<file path="src/rtl/rr_encode_arbiter.sv">
// rr_encode_arbiter: 8-way round-robin arbiter with a registered one-hot grant
// and its 3-bit encoded index (bit k -> index k).
// Optional grant-hold timeout is compiled in with `define ARB_TIMEOUT_EN.
module rr_encode_arbiter #(
  parameter int NREQ     = 8,
  parameter int MAX_HOLD = 15,
  parameter int HOLD_W   = 4
) (
  input  logic            clk,
  input  logic            rst,
  input  logic            en,
  input  logic [NREQ-1:0] req,
  input  logic            done,
  output logic [NREQ-1:0] gnt,
  output logic [2:0]      gnt_idx,
  output logic            gnt_vld,
  output logic            timeout
);

  typedef enum logic [0:0] {IDLE = 1'b0, GRANT = 1'b1} state_t;

  // One-hot decode of a 3-bit index.
  function automatic logic [7:0] onehot8(input logic [2:0] idx);
    onehot8 = 8'b0000_0001 << idx;
  endfunction

  state_t      state_r, state_n;
  logic [7:0]  gnt_r, gnt_n;
  logic [2:0]  idx_r, idx_n;
  logic        vld_r, vld_n;
  logic        to_r, to_n;
  logic [2:0]  ptr_r, ptr_n;
  logic        found_s;
  logic [2:0]  pick_s;
  logic [2:0]  cand_s;
  logic        rel_norm_s;
  logic        hold_lim_s;

`ifdef ARB_TIMEOUT_EN
  localparam logic [HOLD_W-1:0] HOLD_LIM = HOLD_W'(MAX_HOLD - 1);
  logic [HOLD_W-1:0] hold_r, hold_n;
`endif

  // Search for the first requester at or after the priority pointer (wrapping).
  always_comb begin
    found_s = 1'b0;
    pick_s  = ptr_r;
    cand_s  = ptr_r;
    for (int i = 0; i < 8; i++) begin
      cand_s = ptr_r + 3'(i);
      if (!found_s && req[cand_s]) begin
        found_s = 1'b1;
        pick_s  = cand_s;
      end else begin
        found_s = found_s;
      end
    end
  end

  // Release causes other than the hold limit, and the hold-limit flag itself.
  always_comb begin
    rel_norm_s = done || !req[idx_r] || !en;
`ifdef ARB_TIMEOUT_EN
    hold_lim_s = (hold_r == HOLD_LIM);
`else
    hold_lim_s = 1'b0;
`endif
  end

  // Next-state and next-output logic for the IDLE/GRANT controller.
  always_comb begin
    state_n = state_r;
    gnt_n   = gnt_r;
    idx_n   = idx_r;
    vld_n   = vld_r;
    to_n    = 1'b0;
    ptr_n   = ptr_r;
`ifdef ARB_TIMEOUT_EN
    hold_n  = hold_r;
`endif
    case (state_r)
      IDLE: begin
        gnt_n = 8'h00;
        vld_n = 1'b0;
        if (en && found_s) begin
          gnt_n   = onehot8(pick_s);
          idx_n   = pick_s;
          vld_n   = 1'b1;
          state_n = GRANT;
`ifdef ARB_TIMEOUT_EN
          hold_n  = '0;
`endif
        end else begin
          state_n = IDLE;
        end
      end
      GRANT: begin
        if (rel_norm_s || hold_lim_s) begin
          gnt_n   = 8'h00;
          vld_n   = 1'b0;
          ptr_n   = idx_r + 3'd1;
          state_n = IDLE;
          // A forced revoke is flagged only when nothing else released the grant.
          to_n    = hold_lim_s && !rel_norm_s;
        end else begin
          state_n = GRANT;
`ifdef ARB_TIMEOUT_EN
          hold_n  = hold_r + HOLD_W'(1);
`endif
        end
      end
      default: begin
        state_n = IDLE;
        gnt_n   = 8'h00;
        vld_n   = 1'b0;
      end
    endcase
  end

  // State and output registers with synchronous reset.
  always_ff @(posedge clk) begin
    if (rst) begin
      state_r <= IDLE;
      gnt_r   <= 8'h00;
      idx_r   <= 3'd0;
      vld_r   <= 1'b0;
      to_r    <= 1'b0;
      ptr_r   <= 3'd0;
`ifdef ARB_TIMEOUT_EN
      hold_r  <= '0;
`endif
    end else begin
      state_r <= state_n;
      gnt_r   <= gnt_n;
      idx_r   <= idx_n;
      vld_r   <= vld_n;
      to_r    <= to_n;
      ptr_r   <= ptr_n;
`ifdef ARB_TIMEOUT_EN
      hold_r  <= hold_n;
`endif
    end
  end

  assign gnt     = gnt_r;
  assign gnt_idx = idx_r;
  assign gnt_vld = vld_r;
  assign timeout = to_r;

endmodule

</file>
<file path="config.mk">
export PLATFORM = sky130hd
export DESIGN_NAME = rr_encode_arbiter
export DESIGN_NICKNAME = d
export VERILOG_FILES = /design/src/rtl/rr_encode_arbiter.sv
export SDC_FILE = /design/constraint.sdc
export NUM_CORES = 1
export LEC_CHECK = 0
export CAP_MARGIN = 10
export CORE_UTILIZATION = 49
export DETAILED_ROUTE_END_ITERATION = 12
export GPL_ROUTABILITY_DRIVEN = 0
export GPL_TIMING_DRIVEN = 0
export PLACE_DENSITY_LB_ADDON = 0.12
export SETUP_SLACK_MARGIN = 0.3
export SLEW_MARGIN = 30
export SYNTH_ARGS = -nofsm -noshare
export SYNTH_HDL_FRONTEND = slang
export SYNTH_SLANG_ARGS = --single-unit
</file>
<file path="constraint.sdc">
create_clock -name clk -period 3.3 [get_ports clk]
set_clock_uncertainty 0.1 [all_clocks]
set_input_delay 0.66 -clock clk [delete_from_list [all_inputs] [get_ports clk]]
set_output_delay 0.66 -clock clk [all_outputs]
set_load 0.005 [all_outputs]
</file>
==> out/metrics.yaml, run 1 <==
detailed_routing:
  drt_iter0_drc: 63
  dr.pass1.iters: 4
  ant_nets: 0
  drc: 0
  vias: 1639
  post_drt_wl_per_cell_um: 17.88
  drt-total-wl_mm: 4.702
  viasPerCell: 6.232
cts:
  cts_made_buffers: 3
  htreeDepth: 1
  cts-root-buf: "clkbuf_4"
  path_clk_slew_ps: 90
  cts_tree: "built"
  clock_sinks: 16
  clock_tree.buffer_depth: 2
  worstSkewPairLatency_ps: 280
  cts_hold_buf: 0
worst_setup_path:
  r2r_start: "ptr_r[1]$_SDFFE_PP0P_"
  cp-end-kind: "flop"
  crit_end: "gnt[7]$_SDFFE_PP0P_"
  r2r_slack_ps: 180
  start_kind: "input port"
  setup.worst_path.class: "input port to flop"
  reg2reg_to: "gnt[7]$_SDFFE_PP0P_"
  required_ps: 3380
  worst-path-max-fanout: 7
  arrival_ps: 3220
  startpoint: "req[0]"
  rr_worst_depth: 11
power_and_ir_drop:
  p_total_mw: 0.8808
  power_per_cell_area_nw_per_um2: 372.9
  peakVddDrop_v: 0.0003023
  p_leak_nw: 0.8788
die:
  die_y_um: 60.37
  core_um2: 3153
  start_util_pct: 52.94
  die-area_um2: 3644
  core.rowCount: 20
  dieWidth_um: 60.37
  pin_count: 25
yosys:
  syn-cell-area_um2: 1669
  yosysTopAreaCell: "dfxtp_1"
  netlist_top_cells_area: "dfxtp_1, mux4_2, mux2i_1, a32o_1, nand2_1"
  ys_seq_area_share_pct: 19.19
  synth_edf_count: 0
  syn_nets: 190
  synthCells: 175
  synth_ff_type: "dfxtp_1"
  ys_warn_count: 0
  post_synth.cell_area_avg_um2: 9.538
  synth_seq_cells: 16
  async_reset_ff_share_pct: 0
  yosysTopAreaCellShare_pct: 19.19
  ys_types: 53
sta:
  finalHoldViolCount: 0
  fmax_mhz: 318.2
  setup_viol: 0
  slew_headroom_pct: 56.79
  rsz0062_at_grt: "true"
  fin_ws_ps: 157.1
  period_share_pct: 95.24
  drv_slew: 0
  period_needed_ps: 3143
  worstMarginPinSlew_ps: 648.1
final_layout:
  design_area_um2: 2362
  nets: 236
  most-common-layout-cells: "clkdlybuf4s50_1, buf_4, dfxtp_1, mux4_2, mux2i_1"
  drive_above_1_share_pct: 38.36
  diodes: 0
  final_common_cell: "clkdlybuf4s50_1"
  area_growth_syn_to_layout_pct: 41.53
  final_cells: 263
  final_util_pct: 74.92
run:
  cap_violations: 0
placed_design:
  postPlaceCellArea_um2: 1991
  place_inst: 241
  io_buffers: 22
  place_ws_ps: -337.7
  dp_hpwl_mm: 3.193
global_routing:
  grt_overflow_total: 0
  grt_pass1_wl_mm: 7.562
  grt_max_degree: 11
  grt_pass1_vias: 1577
  gr-usage-all-layers_pct: 27.79
  antenna_found_initial: 0
outcome:
  status: "complete, no violations"
min_path:
  hp-class: "flop to flop"
[synthesized netlist by cell type, drive strengths merged, types with 3 or more instances]
cell type  instances
o22ai              3
a31oi              3
buf                7
and2               5
a22oi              4
o21a               3
ha                 3
a32o               9
mux4              13
nand2             14
nor2b              6
o21ai              5
mux2i             15
a211oi             5
nand3              3
xor2               4
nand2b             5
inv                9
a21o               3
a21oi              6
nor2              12
dfxtp             16
[area by class of cell]
cell class                      instances  area, µm²
Multi-Input combinational cell        142       1445
Timing Repair Buffer                   40      375.4
Tap cell                               44      55.05
Inverter                                9      42.54
Sequential cell                        16      325.3
Fill cell                             227      790.8
Clock buffer                            3      22.52
Buffer                                  9      96.34
[per-layer routing]
layer	global-route usage (%)	wire, µm	vias up
met5	0	0	-
met4	3.987	65	0
met3	4.478	196	6
met2	48.19	2408	60
met1	37.28	2031	809
li1	-	-	764
[cells by family after synthesis]
kind of cell               count (synthesis)  synth area share, %
DFF                                       16                19.19
muxes                                     30                28.11
buffers and inverters                     18                5.397
adders and majority gates                  3                2.249
and+or+nand+nor                           50                15.37
xor gates and xnor gates                   6                3.598
AOI/OAI and AO/OA                         51                25.86
other                                      1               0.2247
[worst min-delay path by stage]
stage                              start                   end  slack [ps]  cells after the start
CTS                  gnt[0]$_SDFFE_PP0P_   gnt[0]$_SDFFE_PP0P_         380                      1
global route         gnt[0]$_SDFFE_PP0P_   gnt[0]$_SDFFE_PP0P_         380                      1
detailed placement   gnt[0]$_SDFFE_PP0P_   gnt[0]$_SDFFE_PP0P_         350                      1
finish               gnt[0]$_SDFFE_PP0P_   gnt[0]$_SDFFE_PP0P_         370                      1
floorplan           gnt_vld$_SDFFE_PP0P_  gnt_vld$_SDFFE_PP0P_         360                      1
global placement     gnt[4]$_SDFFE_PP0P_   gnt[4]$_SDFFE_PP0P_         350                      1
[sequential cells by signal (all words and copies together) (netlist names)]
| register | count |
|---|---|
| gnt | 8 |
| gnt_idx | 3 |
| gnt_vld | 1 |
| ptr_r | 3 |
| state_r | 1 |
[worst max-delay path, cell delays in order]
cell and delay (ps):
clkdlybuf4s50_1 510, mux4_2 600, mux2i_4 250, a21boi_0 210
o22ai_1 150, nor3_2 270, o32ai_4 120, and2_4 180
a32o_1 260
[where the power goes]
part | internal (mW) | leakage (nW) | switching [mW]
Combinational | 0.283 | 0.734 | 0.277
Sequential | 0.207 | 0.131 | 0.0133
Clock | 0.0423 | 0.0138 | 0.0580
[repair_timing]
item / CTS / global route
cloned: 1 / 1
pin swaps: 8 / 7
setup buffers: 17 / 0
resized for setup: 35 / 11
endpoints found under the setup margin: 13 / 13
[metrics by stage]
step                hold slack (ps)  setup TNS (ps)
finish                        369.2               0
global route                  381.4               0
CTS                           375.4               0
detailed placement            355.0           -2960
global placement              349.1           -2554
floorplan                     364.5               0
No activity file was read; power rests on OpenSTA's default activity.
==> inputs of run 2 (changes only) <==
Settings changed: CORE_UTILIZATION 49 to 35, GPL_ROUTABILITY_DRIVEN 0 to 1, SLEW_MARGIN 30 to unset.
==> out/metrics.yaml, run 2 (same netlist as run 1, synthesis figures left out) <==
outcome:
  status: "complete, no violations"  # unchanged
global_routing:
  gr-usage-all-layers_pct: 20.40  # was 27.79%
  antenna_found_initial: 0  # unchanged
  grt_overflow_total: 0  # unchanged
  grt_max_degree: 11  # unchanged
  grt_pass1_wl_mm: 8.128  # was 7.562 mm
  grt_pass1_vias: 1646  # was 1577
final_layout:
  nets: 244  # was 236
  register_area_um2: 325.3  # unchanged
  diodes: 0  # unchanged
  drive_above_1_share_pct: 44.74  # was 38.36%
  final_cells: 280  # was 263
  multi_input_area_um2: 1491  # was 1445 µm²
  most-common-layout-cells: "buf_4, dfxtp_1, clkdlybuf4s50_1, mux4_2, nor2_1"  # was clkdlybuf4s50_1, buf_4, dfxtp_1, mux4_2, mux2i_1
  final_common_cell: "buf_4"  # was clkdlybuf4s50_1
  largest_reg_flops: 8  # unchanged
  fill_cells: 388  # was 227
  area_growth_syn_to_layout_pct: 51.20  # was 41.53%
cts:
  worstSkewPairLatency_ps: 250  # was 280 ps
  cts_hold_buf: 0  # unchanged
  htreeDepth: 1  # unchanged
  path_clk_slew_ps: 70  # was 90 ps
  cts_made_buffers: 3  # unchanged
  cts_tree: "built"  # unchanged
  cts-root-buf: "clkbuf_8"  # was clkbuf_4
  clock_tree.buffer_depth: 2  # unchanged
  clock_sinks: 16  # unchanged
detailed_routing:
  dr.pass1.iters: 4  # unchanged
  post_drt_wl_per_cell_um: 17.73  # was 17.88 µm
  vias: 1621  # was 1639
  drc: 0  # unchanged
  ant_nets: 0  # unchanged
  viasPerCell: 5.789  # was 6.232
  drt_iter0_drc: 106  # was 63
  drt-total-wl_mm: 4.964  # was 4.702 mm
sta:
  fin_ws_ps: 158.0  # was 157.1 ps
  rsz0062_at_grt: "true"  # unchanged
  fmax_mhz: 318.3  # was 318.2 MHz
  tns_ps: 0  # unchanged
  drv_slew: 0  # unchanged
  finalHoldViolCount: 0  # unchanged
  period_needed_ps: 3142  # was 3143 ps
  period_share_pct: 95.21  # was 95.24%
  setup_viol: 0  # unchanged
  slew_headroom_pct: 58.32  # was 56.79%
  worstMarginPinSlew_ps: 625.1  # was 648.1 ps
die:
  pin_count: 25  # unchanged
  die-area_um2: 5049  # was 3644 µm²
  core.rowCount: 24  # was 20
  start_util_pct: 37.30  # was 52.94%
  dieWidth_um: 71.06  # was 60.37 µm
  core_um2: 4474  # was 3153 µm²
  die_y_um: 71.06  # was 60.37 µm
placed_design:
  place_inst: 249  # was 241
  dp_hpwl_mm: 3.384  # was 3.193 mm
  io_buffers: 22  # unchanged
  place.gp.congestion: 0.8690
  place_ws_ps: -386.4  # was -337.7 ps
power_and_ir_drop:
  p_comb_share_pct: 59.8  # was 63.6%
  switching_share_pct: 37.65  # was 39.58%
  peakVddDrop_v: 0.0002524  # was 0.0003023 V
  p_leak_nw: 0.9564  # was 0.8788 nW
  power.share.sequential_pct: 22.4  # was 25.0%
  clkPwrFrac_pct: 17.9  # was 11.4%
  power.internal_mw: 0.6162  # was 0.5322 mW
  switching_power_mw: 0.3721  # was 0.3486 mW
  power_per_cell_area_nw_per_um2: 391.6  # was 372.9 nW/µm²
run:
  cap_violations: 0  # unchanged
worst_setup_path:
  arrival_ps: 3190  # was 3220 ps
  start_kind: "flop"  # was input port
  worst-path-max-fanout: 7  # unchanged
  setup.worst_path.class: "flop to flop"  # was input port to flop
  cp-end-kind: "flop"  # unchanged
  required_ps: 3350  # was 3380 ps
min_path:
  hp-class: "flop to flop"  # unchanged
run 2: cell types whose count changed in the layout (fill, tap and decap cells not counted), sizes merged:
cell	delta
buf	+9
clkdlybuf4s50	-4
dlygate4sd2	+4
run 2: layout make-up:
| cell class | instances | area share (%) |
|---|---|---|
| multi-input combinational | 142 | 59.10 |
| timing repair buffer | 48 | 17.30 |
| sequential | 16 | 12.89 |
| buffer | 9 | 4.165 |
| tap | 52 | 2.578 |
| clock buffer | 4 | 2.181 |
| inverter | 9 | 1.785 |
run 2: power groups by stage:
stage               Sequential, mW  Clock, mW  Combinational, mW
floorplan                    0.224          0              0.315
global placement             0.226          0              0.416
detailed placement           0.226          0              0.421
CTS                          0.221      0.180              0.544
global route                 0.223      0.188              0.633
finish                       0.221      0.177              0.591
run 2: worst paths after layout:
kind | slack (ps) | start | to | cells past startpoint
max | 160 | ptr_r[0]$_SDFFE_PP0P_ | gnt[7]$_SDFFE_PP0P_ | 14
min | 370 | gnt[4]$_SDFFE_PP0P_ | gnt[4]$_SDFFE_PP0P_ | 1
max reg2reg | 160 | ptr_r[0]$_SDFFE_PP0P_ | gnt[7]$_SDFFE_PP0P_ | 14
min reg2reg | 370 | gnt[4]$_SDFFE_PP0P_ | gnt[4]$_SDFFE_PP0P_ | 1
run 2: worst max-delay path: stages (launching register included):
cell and delay [ps]:
dfxtp_2 330, buf_8 120, buf_12 120, inv_6 50
ha_4 200, buf_6 120, buf_16 130, mux2i_4 180
mux4_2 530, nand2_4 150, a221oi_2 80, a211o_1 310
a31oi_4 280, nor2b_2 80, a32o_1 260
run 2: repair_timing:
action,4_1_cts,5_1_grt
resized for setup,46,21
gates cloned,2,0
buffers inserted,21,4
pin swaps,14,11
endpoints found under the setup margin,13,13
run 2: metal layers:
metal / share of wire [%] / global-route usage, %
met5: 0 / 0
met3: 3.9 / 3.419
met4: 0.58 / 2.222
met1: 45 / 27.72
met2: 50 / 35.26
run 2: through the flow:
stage	total power, mW	instance area (µm²)	utilization [%]	hold slack [ps]
after floorplan	0.5391	1715	-	364.5
after global placement	0.6412	2001	44.71	351.4
after detailed placement	0.6470	2001	44.71	353.5
after CTS	0.9448	2404	53.72	369.3
after global routing	1.045	2524	56.40	382.0
final	0.9883	2524	56.40	366.4
